File: src/rtl/butterfly_r2_pipe_pkg.sv
// Shared widths and arithmetic helpers for the radix-2 butterfly datapath.
// Saturation works on a 64-bit signed container so any W up to 63 can use it.
package butterfly_r2_pipe_pkg;

    localparam int W_DEFAULT  = 16;
    localparam int TW_DEFAULT = 16;

    // Half an LSB of the Q1.(TW-1) product scaling, used for round-half-up.
    function automatic logic signed [63:0] round_const(input int tw);
        return 64'sd1 <<< (tw - 2);
    endfunction

    function automatic logic signed [63:0] sat_to_w(input logic signed [63:0] x, input int w);
        logic signed [63:0] hi;
        logic signed [63:0] lo;
        logic signed [63:0] res;
        hi = (64'sd1 <<< (w - 1)) - 64'sd1;
        lo = ~hi;
        res = x;
        if (x > hi) begin
            res = hi;
        end else if (x < lo) begin
            res = lo;
        end
        return res;
    endfunction

endpackage

File: src/rtl/butterfly_r2_pipe_cmul.sv
// Two-stage complex multiply b*w (or b*conj(w)) with round-half-up and
// saturation to W bits; reports a saturation event alongside the result.
module cmul_round_pipe
    import butterfly_r2_pipe_pkg::*;
#(
    parameter int W  = W_DEFAULT,
    parameter int TW = TW_DEFAULT
) (
    input  logic                 clk,
    input  logic                 rst,
    input  logic                 in_valid,
    input  logic                 inverse,
    input  logic signed [W-1:0]  br,
    input  logic signed [W-1:0]  bi,
    input  logic signed [TW-1:0] wr,
    input  logic signed [TW-1:0] wi,
    output logic                 out_valid,
    output logic signed [W-1:0]  bwr,
    output logic signed [W-1:0]  bwi,
    output logic                 sat_evt
);

    localparam int PW = W + TW;
    localparam int SW = PW + 2;
    localparam logic signed [SW-1:0] RC = SW'(round_const(TW));

    logic signed [PW-1:0] p_rr_d, p_ii_d, p_ri_d, p_ir_d;
    logic signed [PW-1:0] p_rr_q, p_ii_q, p_ri_q, p_ir_q;
    logic                 v1_q, inv1_q;

    logic signed [SW-1:0] rr, ii, ri, ir;
    logic signed [SW-1:0] sum_r, sum_i, rnd_r, rnd_i;
    logic signed [63:0]   ext_r, ext_i, sat_r, sat_i;
    logic signed [W-1:0]  bwr_d, bwi_d, bwr_q, bwi_q;
    logic                 evt_d, evt_q, v2_q;

    always_comb begin
        p_rr_d = $signed({{TW{br[W-1]}}, br}) * $signed({{W{wr[TW-1]}}, wr});
        p_ii_d = $signed({{TW{bi[W-1]}}, bi}) * $signed({{W{wi[TW-1]}}, wi});
        p_ri_d = $signed({{TW{br[W-1]}}, br}) * $signed({{W{wi[TW-1]}}, wi});
        p_ir_d = $signed({{TW{bi[W-1]}}, bi}) * $signed({{W{wr[TW-1]}}, wr});
    end

    // Conjugation negates product terms rather than wi so wi = -2^(TW-1) stays exact.
    always_comb begin
        rr = {{2{p_rr_q[PW-1]}}, p_rr_q};
        ii = {{2{p_ii_q[PW-1]}}, p_ii_q};
        ri = {{2{p_ri_q[PW-1]}}, p_ri_q};
        ir = {{2{p_ir_q[PW-1]}}, p_ir_q};
        if (inv1_q) begin
            sum_r = rr + ii;
            sum_i = ir - ri;
        end else begin
            sum_r = rr - ii;
            sum_i = ri + ir;
        end
        rnd_r = (sum_r + RC) >>> (TW - 1);
        rnd_i = (sum_i + RC) >>> (TW - 1);
        ext_r = {{(64 - SW){rnd_r[SW-1]}}, rnd_r};
        ext_i = {{(64 - SW){rnd_i[SW-1]}}, rnd_i};
        sat_r = sat_to_w(ext_r, W);
        sat_i = sat_to_w(ext_i, W);
        bwr_d = sat_r[W-1:0];
        bwi_d = sat_i[W-1:0];
        evt_d = (sat_r != ext_r) || (sat_i != ext_i);
    end

    always_ff @(posedge clk) begin
        if (rst) begin
            p_rr_q <= '0;
            p_ii_q <= '0;
            p_ri_q <= '0;
            p_ir_q <= '0;
            v1_q   <= 1'b0;
            inv1_q <= 1'b0;
            bwr_q  <= '0;
            bwi_q  <= '0;
            evt_q  <= 1'b0;
            v2_q   <= 1'b0;
        end else begin
            p_rr_q <= p_rr_d;
            p_ii_q <= p_ii_d;
            p_ri_q <= p_ri_d;
            p_ir_q <= p_ir_d;
            v1_q   <= in_valid;
            inv1_q <= inverse;
            bwr_q  <= bwr_d;
            bwi_q  <= bwi_d;
            evt_q  <= evt_d;
            v2_q   <= v1_q;
        end
    end

    assign out_valid = v2_q;
    assign bwr       = bwr_q;
    assign bwi       = bwi_q;
    assign sat_evt   = evt_q;

endmodule

File: src/rtl/butterfly_r2_pipe.sv
// Pipelined radix-2 DIT butterfly, y0 = a + b*w, y1 = a - b*w, latency 3,
// with per-sample conj/scale modes and a sticky overflow flag.
module butterfly_r2_pipe
    import butterfly_r2_pipe_pkg::*;
#(
    parameter int W  = W_DEFAULT,
    parameter int TW = TW_DEFAULT
) (
    input  logic                 clk,
    input  logic                 rst,
    input  logic                 in_valid,
    input  logic signed [W-1:0]  ar,
    input  logic signed [W-1:0]  ai,
    input  logic signed [W-1:0]  br,
    input  logic signed [W-1:0]  bi,
    input  logic signed [TW-1:0] wr,
    input  logic signed [TW-1:0] wi,
    input  logic                 inverse,
    input  logic                 scale,
    input  logic                 ovf_clr,
    output logic                 out_valid,
    output logic signed [W-1:0]  y0r,
    output logic signed [W-1:0]  y0i,
    output logic signed [W-1:0]  y1r,
    output logic signed [W-1:0]  y1i,
    output logic                 ovf
);

    logic signed [W-1:0] ar1_d, ai1_d, ar1_q, ai1_q;
    logic signed [W-1:0] ar2_d, ai2_d, ar2_q, ai2_q;
    logic                scale1_d, scale1_q, scale2_d, scale2_q;

    logic                v2;
    logic signed [W-1:0] bwr, bwi;
    logic                cm_evt;
    logic                lane_evt;
    logic                ovf_d, ovf_q, out_valid_d, out_valid_q;

    cmul_round_pipe #(.W(W), .TW(TW)) u_cmul (
        .clk       (clk),
        .rst       (rst),
        .in_valid  (in_valid),
        .inverse   (inverse),
        .br        (br),
        .bi        (bi),
        .wr        (wr),
        .wi        (wi),
        .out_valid (v2),
        .bwr       (bwr),
        .bwi       (bwi),
        .sat_evt   (cm_evt)
    );

    // a and scale ride two stages so they meet the multiplier result at S3.
    always_comb begin
        ar1_d    = ar;
        ai1_d    = ai;
        scale1_d = scale;
        ar2_d    = ar1_q;
        ai2_d    = ai1_q;
        scale2_d = scale1_q;
    end

    always_ff @(posedge clk) begin
        if (rst) begin
            ar1_q    <= '0;
            ai1_q    <= '0;
            scale1_q <= 1'b0;
            ar2_q    <= '0;
            ai2_q    <= '0;
            scale2_q <= 1'b0;
        end else begin
            ar1_q    <= ar1_d;
            ai1_q    <= ai1_d;
            scale1_q <= scale1_d;
            ar2_q    <= ar2_d;
            ai2_q    <= ai2_d;
            scale2_q <= scale2_d;
        end
    end

    // Lanes: 0 = y0r, 1 = y0i, 2 = y1r, 3 = y1i.
    genvar gi;
    generate
        for (gi = 0; gi < 4; gi++) begin : g_lane
            logic signed [W-1:0] a_l, b_l;
            logic signed [W:0]   s_l;
            logic signed [63:0]  ext_l, sat_l;
            logic signed [W-1:0] y_d, y_q;
            logic                evt_l;

            always_comb begin
                a_l = ((gi % 2) == 0) ? ar2_q : ai2_q;
                b_l = ((gi % 2) == 0) ? bwr : bwi;
                if (gi < 2) begin
                    s_l = {a_l[W-1], a_l} + {b_l[W-1], b_l};
                end else begin
                    s_l = {a_l[W-1], a_l} - {b_l[W-1], b_l};
                end
                ext_l = {{(63 - W){s_l[W]}}, s_l};
                sat_l = sat_to_w(ext_l, W);
                y_d   = y_q;
                evt_l = 1'b0;
                if (v2) begin
                    if (scale2_q) begin
                        y_d = s_l[W:1];
                    end else begin
                        y_d   = sat_l[W-1:0];
                        evt_l = (sat_l != ext_l);
                    end
                end
            end

            always_ff @(posedge clk) begin
                if (rst) begin
                    y_q <= '0;
                end else begin
                    y_q <= y_d;
                end
            end
        end
    endgenerate

    assign lane_evt = g_lane[0].evt_l | g_lane[1].evt_l | g_lane[2].evt_l | g_lane[3].evt_l;

    // A set on the same edge as a clear takes priority.
    always_comb begin
        out_valid_d = v2;
        ovf_d       = (ovf_q & ~ovf_clr) | (v2 & (cm_evt | lane_evt));
    end

    always_ff @(posedge clk) begin
        if (rst) begin
            out_valid_q <= 1'b0;
            ovf_q       <= 1'b0;
        end else begin
            out_valid_q <= out_valid_d;
            ovf_q       <= ovf_d;
        end
    end

    assign out_valid = out_valid_q;
    assign ovf       = ovf_q;
    assign y0r       = g_lane[0].y_q;
    assign y0i       = g_lane[1].y_q;
    assign y1r       = g_lane[2].y_q;
    assign y1i       = g_lane[3].y_q;

endmodule

File: config.mk
export PLATFORM = sky130hd
export DESIGN_NAME = butterfly_r2_pipe
export DESIGN_NICKNAME = d
export VERILOG_FILES = /design/src/rtl/butterfly_r2_pipe_pkg.sv /design/src/rtl/butterfly_r2_pipe_cmul.sv /design/src/rtl/butterfly_r2_pipe.sv
export SDC_FILE = /design/constraint.sdc
export NUM_CORES = 2
export LEC_CHECK = 0
export ABC_AREA = 1
export BUFFER_PORTS_ARGS = -buffer_cell sky130_fd_sc_hd__buf_2
export CAP_MARGIN = 30
export CORE_ASPECT_RATIO = 0.5
export CORE_MARGIN = 8
export CORE_UTILIZATION = 50
export CTS_BUF_LIST = sky130_fd_sc_hd__clkbuf_4
export DETAILED_ROUTE_END_ITERATION = 8
export PLACE_DENSITY = 0.66
export SYNTH_ARGS = -nofsm -noshare
export SYNTH_HDL_FRONTEND = slang
export SYNTH_HIERARCHICAL = 1
export SYNTH_SLANG_ARGS = --single-unit
File: constraint.sdc
create_clock -name clk -period 15.5 [get_ports clk]
set_input_delay 0 -clock clk [delete_from_list [all_inputs] [get_ports clk]]
set_output_delay 0 -clock clk [all_outputs]
set_load 0.05 [all_outputs]
==> out/results.txt <==
DRC violations left: 0
Share of cells above drive strength 1: 6.97%
Post-synth top area share: 34.6%
CP max stage delay: 0.53 ns
Asr flop ratio synth: 0%
Slowest cell on crit path: nor4_1
Fin nets: 10,014
Initial antenna violation count: 26
Area grow syn2layout: 6.91%
I/O pin cnt: 168
CTS buffer count: 76
Crit path max-delay family: simple AND/OR/NAND/NOR gates
Mapped cell area: 60,900 sq um
Final slew viol count: 0
Cell taking the most area after synthesis: fa_1
Setup_tns: 0 ns
Die Width: 509 microns
TritonCTS clock tree: built
Final worst path period need: 6.41 ns
Synth Instances: 8,286
Layout Cells excl Fill: 10,077
DR vias: 51,437
Core area: 121,000 sq um
Clock tree sinks: 296
Hold Crit Class: primary input to flop
Status: finished, final reports clean
Die H: 263 microns
Max Fclk: 156 MHz
Synth cell count leaders: inv_1 (2,152), nand2_1 (2,124), fa_1 (1,052), ha_1 (462), a21oi_1 (412)
Total gr overflow: 0
Post-synth EDFFs: 0
Placement Rows: 90
Post_cts resized: 0
Most used cell, CP: nand2_1
RD Place Congestion: 0.977
CTS max path bufs: 3
Fillcell total: 11,866
Max Cap Violations: 0
Cell with the most instances after synthesis: inv_1
Port Buffer Count: 167
Critical path arrival: 7.22 ns
Sequential area share after synthesis: 9.74%
Postcts setup bufs: 0
Final setup viols: 0
YS warnings: 6
Die area: 134,000 sq um
Slew margin rel.: 31.1%
Largest cells by area after synthesis: fa_1 (35%), inv_1 (13%), nand2_1 (13%), dfxtp_1 (9.7%), ha_1 (9.5%)
Synthesized flop and latch total: 296
Gr usage total: 26.1%
Final hold vios: 0
Starting Density: 50.4%
Pre-antenna DRT Iters: 6
Final ANT Viol Nets: 0
Crit Path Class: flop to flop
Post-Syn Area per Cell: 7.35 sq um
Worst slew pin tran: 1.03 ns
Crit path buf inv count: 3
Post-route clock period utilization: 41.4%
Drt via density: 5.10
Detailed Route Iter0 Violations: 4,263
H-tree depth: 3
Main synth FF type: dfxtp_1
Syn nets: 9,902
CTS hold repair buffers: 104
Post-DP HPWL: 138,000 microns
Worst Path Max Fanout: 16
First-pass GRT wire length: 279,000 microns
Routed len/inst: 17.3 microns
Later-pin clock latency in the skew report: 0.98 ns
Number of global-route vias before repair: 51,076
Placed insts: 9,826
Clock skew: 0.109 ns
Detailed Route WL: 174,000 microns
Crit. End Element: flop
Worst EP required: 16.30 ns
Netlist cell types: 70
Clock root cell: clkbuf_4
Clock transition at the registers of the reported paths: 0.08 ns
Largest net degree at the start of global routing: 105
Unrepaired setup endpoints after global routing: false
Worst setup SP type: flop
sequential cells by signal (all words and copies together) (netlist names), 16 cells and up:
signal	cells
ai1_q	16
ai2_q	16
y0i	16
u_cmul/p_ir_q	32
u_cmul/bwi	16
u_cmul/bwr	16
u_cmul/p_ri_q	32
y0r	16
u_cmul/p_rr_q	32
y1r	16
ar1_q	16
u_cmul/p_ii_q	32
ar2_q	16
y1i	16
cell usage in the layout, fill, tap and decap left out, types with 99 or more instances in the layout:
cell type / netlist / final
nor2_1: 385 / 385
nand3_1: 245 / 245
a21oi_1: 412 / 412
buf_2: 14 / 166
ha_1: 462 / 462
dfxtp_1: 296 / 296
dlygate4sd3_1: 2 / 104
fa_1: 1052 / 1052
clkbuf_4: 0 / 99
inv_1: 2152 / 2150
nand2_1: 2124 / 2124
o21ai_0: 176 / 176
layer usage:
layer	up-vias	wire length, microns	GRT usage (%)
li1	24589	-	-
met1	24718	79400	38.0
met2	1856	74100	39.6
met3	260	16700	5.84
met4	14	3860	6.04
met5	-	220	0
logic make-up after synthesis:
family | count (synthesis) | share of synthesized area [%]
AOI/OAI and AO/OA | 799 | 7.47
xor gates and xnor gates | 151 | 2.19
adders and majority gates | 1514 | 44.1
buffers and inverters | 2475 | 15.5
DFF | 296 | 9.74
and+or+nand+nor | 3051 | 21.0
path summary, 6_finish.rpt:
check / startpoint / to / slack (ns) / cells after the start
min: bi[1] / u_cmul/p_ii_q[1] / 0.15 / 6
max reg2reg: u_cmul/p_ii_q[0] / u_cmul/bwr[11] / 9.09 / 31
max: u_cmul/p_ii_q[0] / u_cmul/bwr[11] / 9.09 / 31
min reg2reg: u_cmul/v1_q / u_cmul/out_valid / 0.40 / 2
worst min-delay path, cell delays in order:
cell and delay (ns):
buf_2 0.40, nand2_1 0.16, inv_1 0.04, ha_1 0.30, inv_1 0.07, nor2_1 0.04
final cells by class:
| class | instances | area, sq um | share of cell area (%) |
|---|---|---|---|
| antenna | 12 | 30.0 | 0.0461 |
| clock buffer | 99 | 743 | 1.14 |
| clock inverter | 36 | 425 | 0.654 |
| inverter | 2197 | 8260 | 12.7 |
| multi-input combinational | 5515 | 45500 | 69.9 |
| sequential | 296 | 5930 | 9.11 |
| tap | 1610 | 2010 | 3.10 |
| timing repair buffer | 312 | 2190 | 3.37 |
through the flow:
step	cell area, sq um	setup WS [ns]	utilization (%)	hold slack (ns)
after detailed placement	62800	8.79	52.0	0.210
after global routing	65100	8.23	53.9	0.0969
after CTS	65000	9.13	53.9	0.0122
final	65100	9.09	53.9	0.148
after global placement	62800	8.90	52.0	0.205
after floorplan	60900	9.92	-	0.107
Power is not shown: default switching activity piles up to over one toggle a cycle in this logic, so the estimate is an artifact.
